[src/rtl/fifo_arb_ctrl.sv]
// fifo_arb_ctrl
// Controller for the 64x16 synchronous FIFO storage block. The storage takes
// externally supplied addresses, so this block owns the write/read pointers,
// the occupancy count and the storage enables.
//
// Two producers are arbitrated round-robin onto the single storage write port.
// The consumer side is a valid/ready port that hides the storage's
// one-cycle registered read latency.
//
// Ports:
//   clk, rst_n                 clock, synchronous active-low reset
//   req0_valid/data/ready      requester 0 write handshake
//   req1_valid/data/ready      requester 1 write handshake
//   m_valid/m_data/m_ready     read port towards the consumer
//   st_wr_en/addr/data         storage write port
//   st_rd_en/addr              storage read request
//   st_rd_data                 storage registered read data
//   level                      entries held in storage, not yet read out
module fifo_arb_ctrl #(
    parameter int DATA_WIDTH = 64,
    parameter int DEPTH      = 16,
    parameter int AW         = 4
) (
    input  logic                  clk,
    input  logic                  rst_n,

    input  logic                  req0_valid,
    input  logic [DATA_WIDTH-1:0] req0_data,
    output logic                  req0_ready,

    input  logic                  req1_valid,
    input  logic [DATA_WIDTH-1:0] req1_data,
    output logic                  req1_ready,

    output logic                  m_valid,
    output logic [DATA_WIDTH-1:0] m_data,
    input  logic                  m_ready,

    output logic                  st_wr_en,
    output logic [AW-1:0]         st_wr_addr,
    output logic [DATA_WIDTH-1:0] st_wr_data,
    output logic                  st_rd_en,
    output logic [AW-1:0]         st_rd_addr,
    input  logic [DATA_WIDTH-1:0] st_rd_data,

    output logic [AW:0]           level
);

    // One slot is kept free so the storage's own full flag can never assert.
    localparam logic [AW:0] CAP = (AW+1)'(DEPTH - 1);

    logic [AW-1:0] wr_ptr;
    logic [AW-1:0] rd_ptr;
    logic [AW:0]   count;
    logic          m_valid_q;
    logic          last_grant;

    logic          grant;
    logic          can_wr;
    logic          wr_fire;
    logic          rd_fire;

    // Grant selection: a lone requester always wins; on a tie the requester
    // that did not win the last accepted write goes next.
    always_comb begin
        grant = 1'b0;
        if (req0_valid && req1_valid) begin
            grant = ~last_grant;
        end else if (req1_valid) begin
            grant = 1'b1;
        end
    end

    // can_wr uses the registered count, so a read firing in the same cycle
    // does not open a slot for a write at full occupancy. Gating with rst_n
    // keeps every handshake and storage enable quiet while reset is held.
    always_comb begin
        can_wr     = rst_n && (count < CAP);
        req0_ready = can_wr && !grant;
        req1_ready = can_wr &&  grant;
        wr_fire    = grant ? (req1_valid && req1_ready) : (req0_valid && req0_ready);

        // Issue a storage read whenever there is data and the output slot is
        // either empty or being emptied this cycle; this gives 1 word/cycle.
        rd_fire    = rst_n && (count != '0) && (!m_valid_q || m_ready);

        st_wr_en   = wr_fire;
        st_wr_addr = wr_ptr;
        st_wr_data = grant ? req1_data : req0_data;

        st_rd_en   = rd_fire;
        st_rd_addr = rd_ptr;

        m_valid    = m_valid_q;
        m_data     = st_rd_data;
        level      = count;
    end

    // Pointers, occupancy, arbitration history and the read-port valid flag.
    // m_valid tracks the storage output register: it is set the cycle after a
    // read is issued and drops only when the consumer takes the word without
    // a replacement read being issued.
    always_ff @(posedge clk) begin
        if (!rst_n) begin
            wr_ptr     <= '0;
            rd_ptr     <= '0;
            count      <= '0;
            m_valid_q  <= 1'b0;
            last_grant <= 1'b1;
        end else begin
            if (wr_fire) begin
                wr_ptr     <= wr_ptr + AW'(1);
                last_grant <= grant;
            end

            if (rd_fire) begin
                rd_ptr <= rd_ptr + AW'(1);
            end

            case ({wr_fire, rd_fire})
                2'b10:   count <= count + (AW+1)'(1);
                2'b01:   count <= count - (AW+1)'(1);
                default: count <= count;
            endcase

            if (rd_fire) begin
                m_valid_q <= 1'b1;
            end else if (m_ready) begin
                m_valid_q <= 1'b0;
            end
        end
    end

endmodule

[config.mk]
export PLATFORM = sky130hd
export DESIGN_NAME = fifo_arb_ctrl
export DESIGN_NICKNAME = d
export VERILOG_FILES = /design/src/rtl/fifo_arb_ctrl.sv
export SDC_FILE = /design/constraint.sdc
export NUM_CORES = 1
export LEC_CHECK = 0
export CORE_AREA = 2 2 132 134
export DETAILED_ROUTE_END_ITERATION = 8
export DIE_AREA = 0 0 134 136
export PLACE_DENSITY_LB_ADDON = 0.3
export SLEW_MARGIN = 10
export SYNTH_ARGS = -nofsm -noshare
export SYNTH_HDL_FRONTEND = slang
export SYNTH_SLANG_ARGS = --single-unit
[constraint.sdc]
create_clock -name clk -period 6.9 [get_ports clk]
set_input_delay 1.38 -clock clk [delete_from_list [all_inputs] [get_ports clk]]
set_output_delay 1.38 -clock clk [all_outputs]
set_load 0.01 [all_outputs]
==> results.md <==
* Outcome: finished clean
* Worst slew margin relative to its limit at 0.617
* Clock transition at the registers of the reported paths at ~0.05 ns
* Final number of hold-violating endpoints at 0
* Routed wl met3 at 966 um
* Worst Tran Pin Value at 0.573 ns
* H-tree depth at 1
* Net count, final at 578
* Inserted Clock Buffers at 3
* Post-route minimum period at slightly below 5 ns
* Cell variety after synth at 31
* Number of pins with negative max-slew slack in the final report at 0
* Post-Route M1 WL at a little under 4000 um
* Type of the tightest min-delay check: flip-flop to flip-flop
* Cell types with the largest area share after synthesis: sky130_fd_sc_hd__mux2_2 (35%), sky130_fd_sc_hd__buf_4 (24%), sky130_fd_sc_hd__dfxtp_1 (15%)
* Combinational share of power at 0.633
* Total negative slack for setup checks at 0 ns
* Most used cells in the layout excluding fill and tap cells: sky130_fd_sc_hd__clkdlybuf4s50_1 (214), sky130_fd_sc_hd__mux2_2 (64), sky130_fd_sc_hd__nor2_1 (16)
* Number of clock sinks at 15
* Overall overflow remaining after global route at 0
* Count of port buffers added during placement at about 210
* Sequential cell area fraction in the yosys report at 0.146
* Cell internal pwr at roughly 0.00044 W
* Sequential Power Share at 0.200
* Routed length per instance at 15.9 um
* Drt first pass iters at 4
* # hold bufs at CTS at 0
* Top achievable clock speed at roughly 0.20 GHz
* Maximum ir drop on the vdd rail at between 100 and 150 uV
* Gp weighted congestion at 0.707
* Placed wire-length estimate after detailed placement at 8110 um
* Total I/O pin count at roughly 340
* Post-CTS Repair Setup Buffers at 0
* Kind of end point of the critical path: primary output
* Insertion delay of the later-clocked pin in the worst-skew pair at 0.24 ns
* Remaining DRCs at 0
* WP data required at 5.52 ns
* Critical Path Fanout Max at between 50 and 60
* Arrival time worst endpoint at 3.56 ns
* Clock tree root buffer cell: sky130_fd_sc_hd__clkbuf_16
* Area delta synth->final at 97.5%
* Number of instances in the placed design at 594
* CTS tree: yes
* Ordered cell list for the critical path: clkdlybuf4s50_1, inv_1, a21oi_4, buf_12, mux2_2, clkdlybuf4s50_1
* Largest buffer count on any clock path at 2
* Post-route design area at 4060 um^2
* Number of nets with antenna violations after detailed routing at 0
* Starting Density at 0.122
* Leading area contributor after synthesis: sky130_fd_sc_hd__mux2_2
* Lkg Pwr at between 1 and 1.5 nW
* DIE AREA at about 18000 um^2
* Share of final-layout standard cells stronger than drive strength 1 at 0.209
* Switching power total at 0.000234 W
* Wire length of the first global-routing pass at 12900 um
* Overall die height at 136 um
* Crit path largest cell delay at 0.53 ns
* Family with the most delay on the worst path: buffers and inverters
* X dimension of the die at about 130 um
* Placed cell areas at 3980 um^2
* Routed via count at 2134
* Post-synth net total at ~430
* Global-route usage over all layers at 0.0929
* Synthesized area at 2060 um^2
* CORE AREA at 16900 um^2
* Power Density at 166 nW/um^2
* Synth warnings at 0
* Vias per cell at 3.57
* Routed Wire Length at 9500 um
* Number of global-route vias before repair at 2124
* Cell repeated most along the worst path: sky130_fd_sc_hd__clkdlybuf4s50_1
* Mean Syn Cell Area at 9.02 um^2
* CTS-repair resized insts at 0
* Buffers & Inverters on Critical Path at 4
* Cell Count, Final, Fillers Out at 598
* Cells after Synth at 228
* Kind of critical path: input pin to primary output
* Largest clock skew in the final design at 0.00251 ns
* Max-cap violations at 0
* Routed length on met2 at 4170 um
* Max stage delay cell, worst path: sky130_fd_sc_hd__clkdlybuf4s50_1
* Initial antenna violation count at 0
* Final period utilization at 0.717
* 1st-iter DRT viols at 72
* Final setup fails at 0
* Row count at 48
* Crit path launch type: input pin
* Number of antenna diodes at 0
* Net Sw Frac at 0.346
* Clk network pwr share at 0.167
* Leading cell type in the layout, fill and taps excluded: sky130_fd_sc_hd__clkdlybuf4s50_1
* RSZ-0062 raised after global routing: false
* Largest net degree at the start of global routing at 57
* Post-synthesis register bit count at 15
* Topmost layer with routed signal wires: met4
* Share of the synthesized area in the top cell type at 0.351
routing by layer:
metal	track usage	vias to the layer above
met4	0.0485	0
met5	0	-
met3	0.0298	35
met2	0.141	152
met1	0.117	943
li1	-	1004
worst reg2reg max path, delay by kind of cell (launching register included):
kind                       cells  cell delay (ns)
AOI/OAI and AO/OA              2             0.41
adders and majority gates      2             0.63
DFF                            1             0.37
muxes                          2             0.49
and+or+nand+nor                3             0.76
sequential cells by signal, indices dropped and copies added (netlist names):
signal,count
last_grant,1
level,5
m_valid,1
st_rd_addr,4
st_wr_addr,4
worst paths after layout:
check | startpoint | to | slack, ns | cells past startpoint
setup / recovery | req1_valid | st_wr_data[34] | 1.96 | 6
hold / removal | st_wr_addr[3]$_SDFFE_PN0P_ | st_wr_addr[3]$_SDFFE_PN0P_ | 0.47 | 1
setup reg to reg | level[1]$_SDFFE_PN0P_ | level[4]$_SDFFE_PN0P_ | 4.17 | 9
hold reg to reg | st_wr_addr[3]$_SDFFE_PN0P_ | st_wr_addr[3]$_SDFFE_PN0P_ | 0.47 | 1
metrics by stage:
stage          setup slack (ns)  utilization  hold WS (ns)  total power (W)
2_1_floorplan              3.13            -         0.478         0.000378
3_3_place_gp               1.90        0.236         0.445         0.000561
3_5_place_dp               1.88        0.236         0.459         0.000569
4_1_cts                    1.88        0.241         0.473         0.000687
5_1_grt                    1.83        0.241         0.489         0.000725
6_report                   1.96        0.241         0.472         0.000676
synthesized netlist by cell type:
library cell	instances
sky130_fd_sc_hd__buf_4	65
sky130_fd_sc_hd__mux2_2	64
sky130_fd_sc_hd__nor2_1	16
sky130_fd_sc_hd__dfxtp_1	15
sky130_fd_sc_hd__inv_1	8
sky130_fd_sc_hd__a21oi_1	7
sky130_fd_sc_hd__buf_2	7
sky130_fd_sc_hd__ha_1	6
sky130_fd_sc_hd__mux2i_1	6
sky130_fd_sc_hd__nand2_1	5
sky130_fd_sc_hd__nand2b_1	3
sky130_fd_sc_hd__nand3_1	3
sky130_fd_sc_hd__xor2_1	3
sky130_fd_sc_hd__clkbuf_1	2
sky130_fd_sc_hd__o21ai_0	2
sky130_fd_sc_hd__a211oi_2	1
sky130_fd_sc_hd__a21o_2	1
sky130_fd_sc_hd__and4_2	1
sky130_fd_sc_hd__fa_1	1
sky130_fd_sc_hd__nand4_1	1
sky130_fd_sc_hd__nand4b_1	1
sky130_fd_sc_hd__nor2b_1	1
sky130_fd_sc_hd__o211ai_1	1
sky130_fd_sc_hd__o21ai_4	1
sky130_fd_sc_hd__o311ai_0	1
sky130_fd_sc_hd__or2_2	1
sky130_fd_sc_hd__or3_2	1
sky130_fd_sc_hd__or4_1	1
sky130_fd_sc_hd__or4_2	1
sky130_fd_sc_hd__or4_4	1
sky130_fd_sc_hd__xnor2_1	1
layout make-up:
class / instances / area (um^2)
fillers: 1809 / 12800
well taps: 225 / 282
flip-flops and latches: 15 / 300
multi-input cells: 131 / 1210
repair buffers: 215 / 2160
clock buffers: 3 / 75.1
clock inverters: 1 / 5.00
inverters: 8 / 30.0
cells by family after synthesis:
family / synth area share
AO/OA/AOI/OAI: 0.0481
adder cells (fa/ha/maj): 0.0463
AND/OR/NAND/NOR: 0.0901
XOR/XNOR: 0.0170
flip-flops: 0.146
multiplexers: 0.380
buffers and inverters: 0.273
power groups by stage:
stage / clock, W / sequential [W] / combinational (W)
final: 0.000113 / 0.000135 / 0.000428
after global routing: 0.000120 / 0.000140 / 0.000465
after CTS: 0.000117 / 0.000136 / 0.000434
after detailed placement: 0 / 0.000137 / 0.000431
after global placement: 0 / 0.000136 / 0.000425
after floorplan: 0 / 0.000138 / 0.000239
Note: power is estimated with default switching activity, not from simulation.
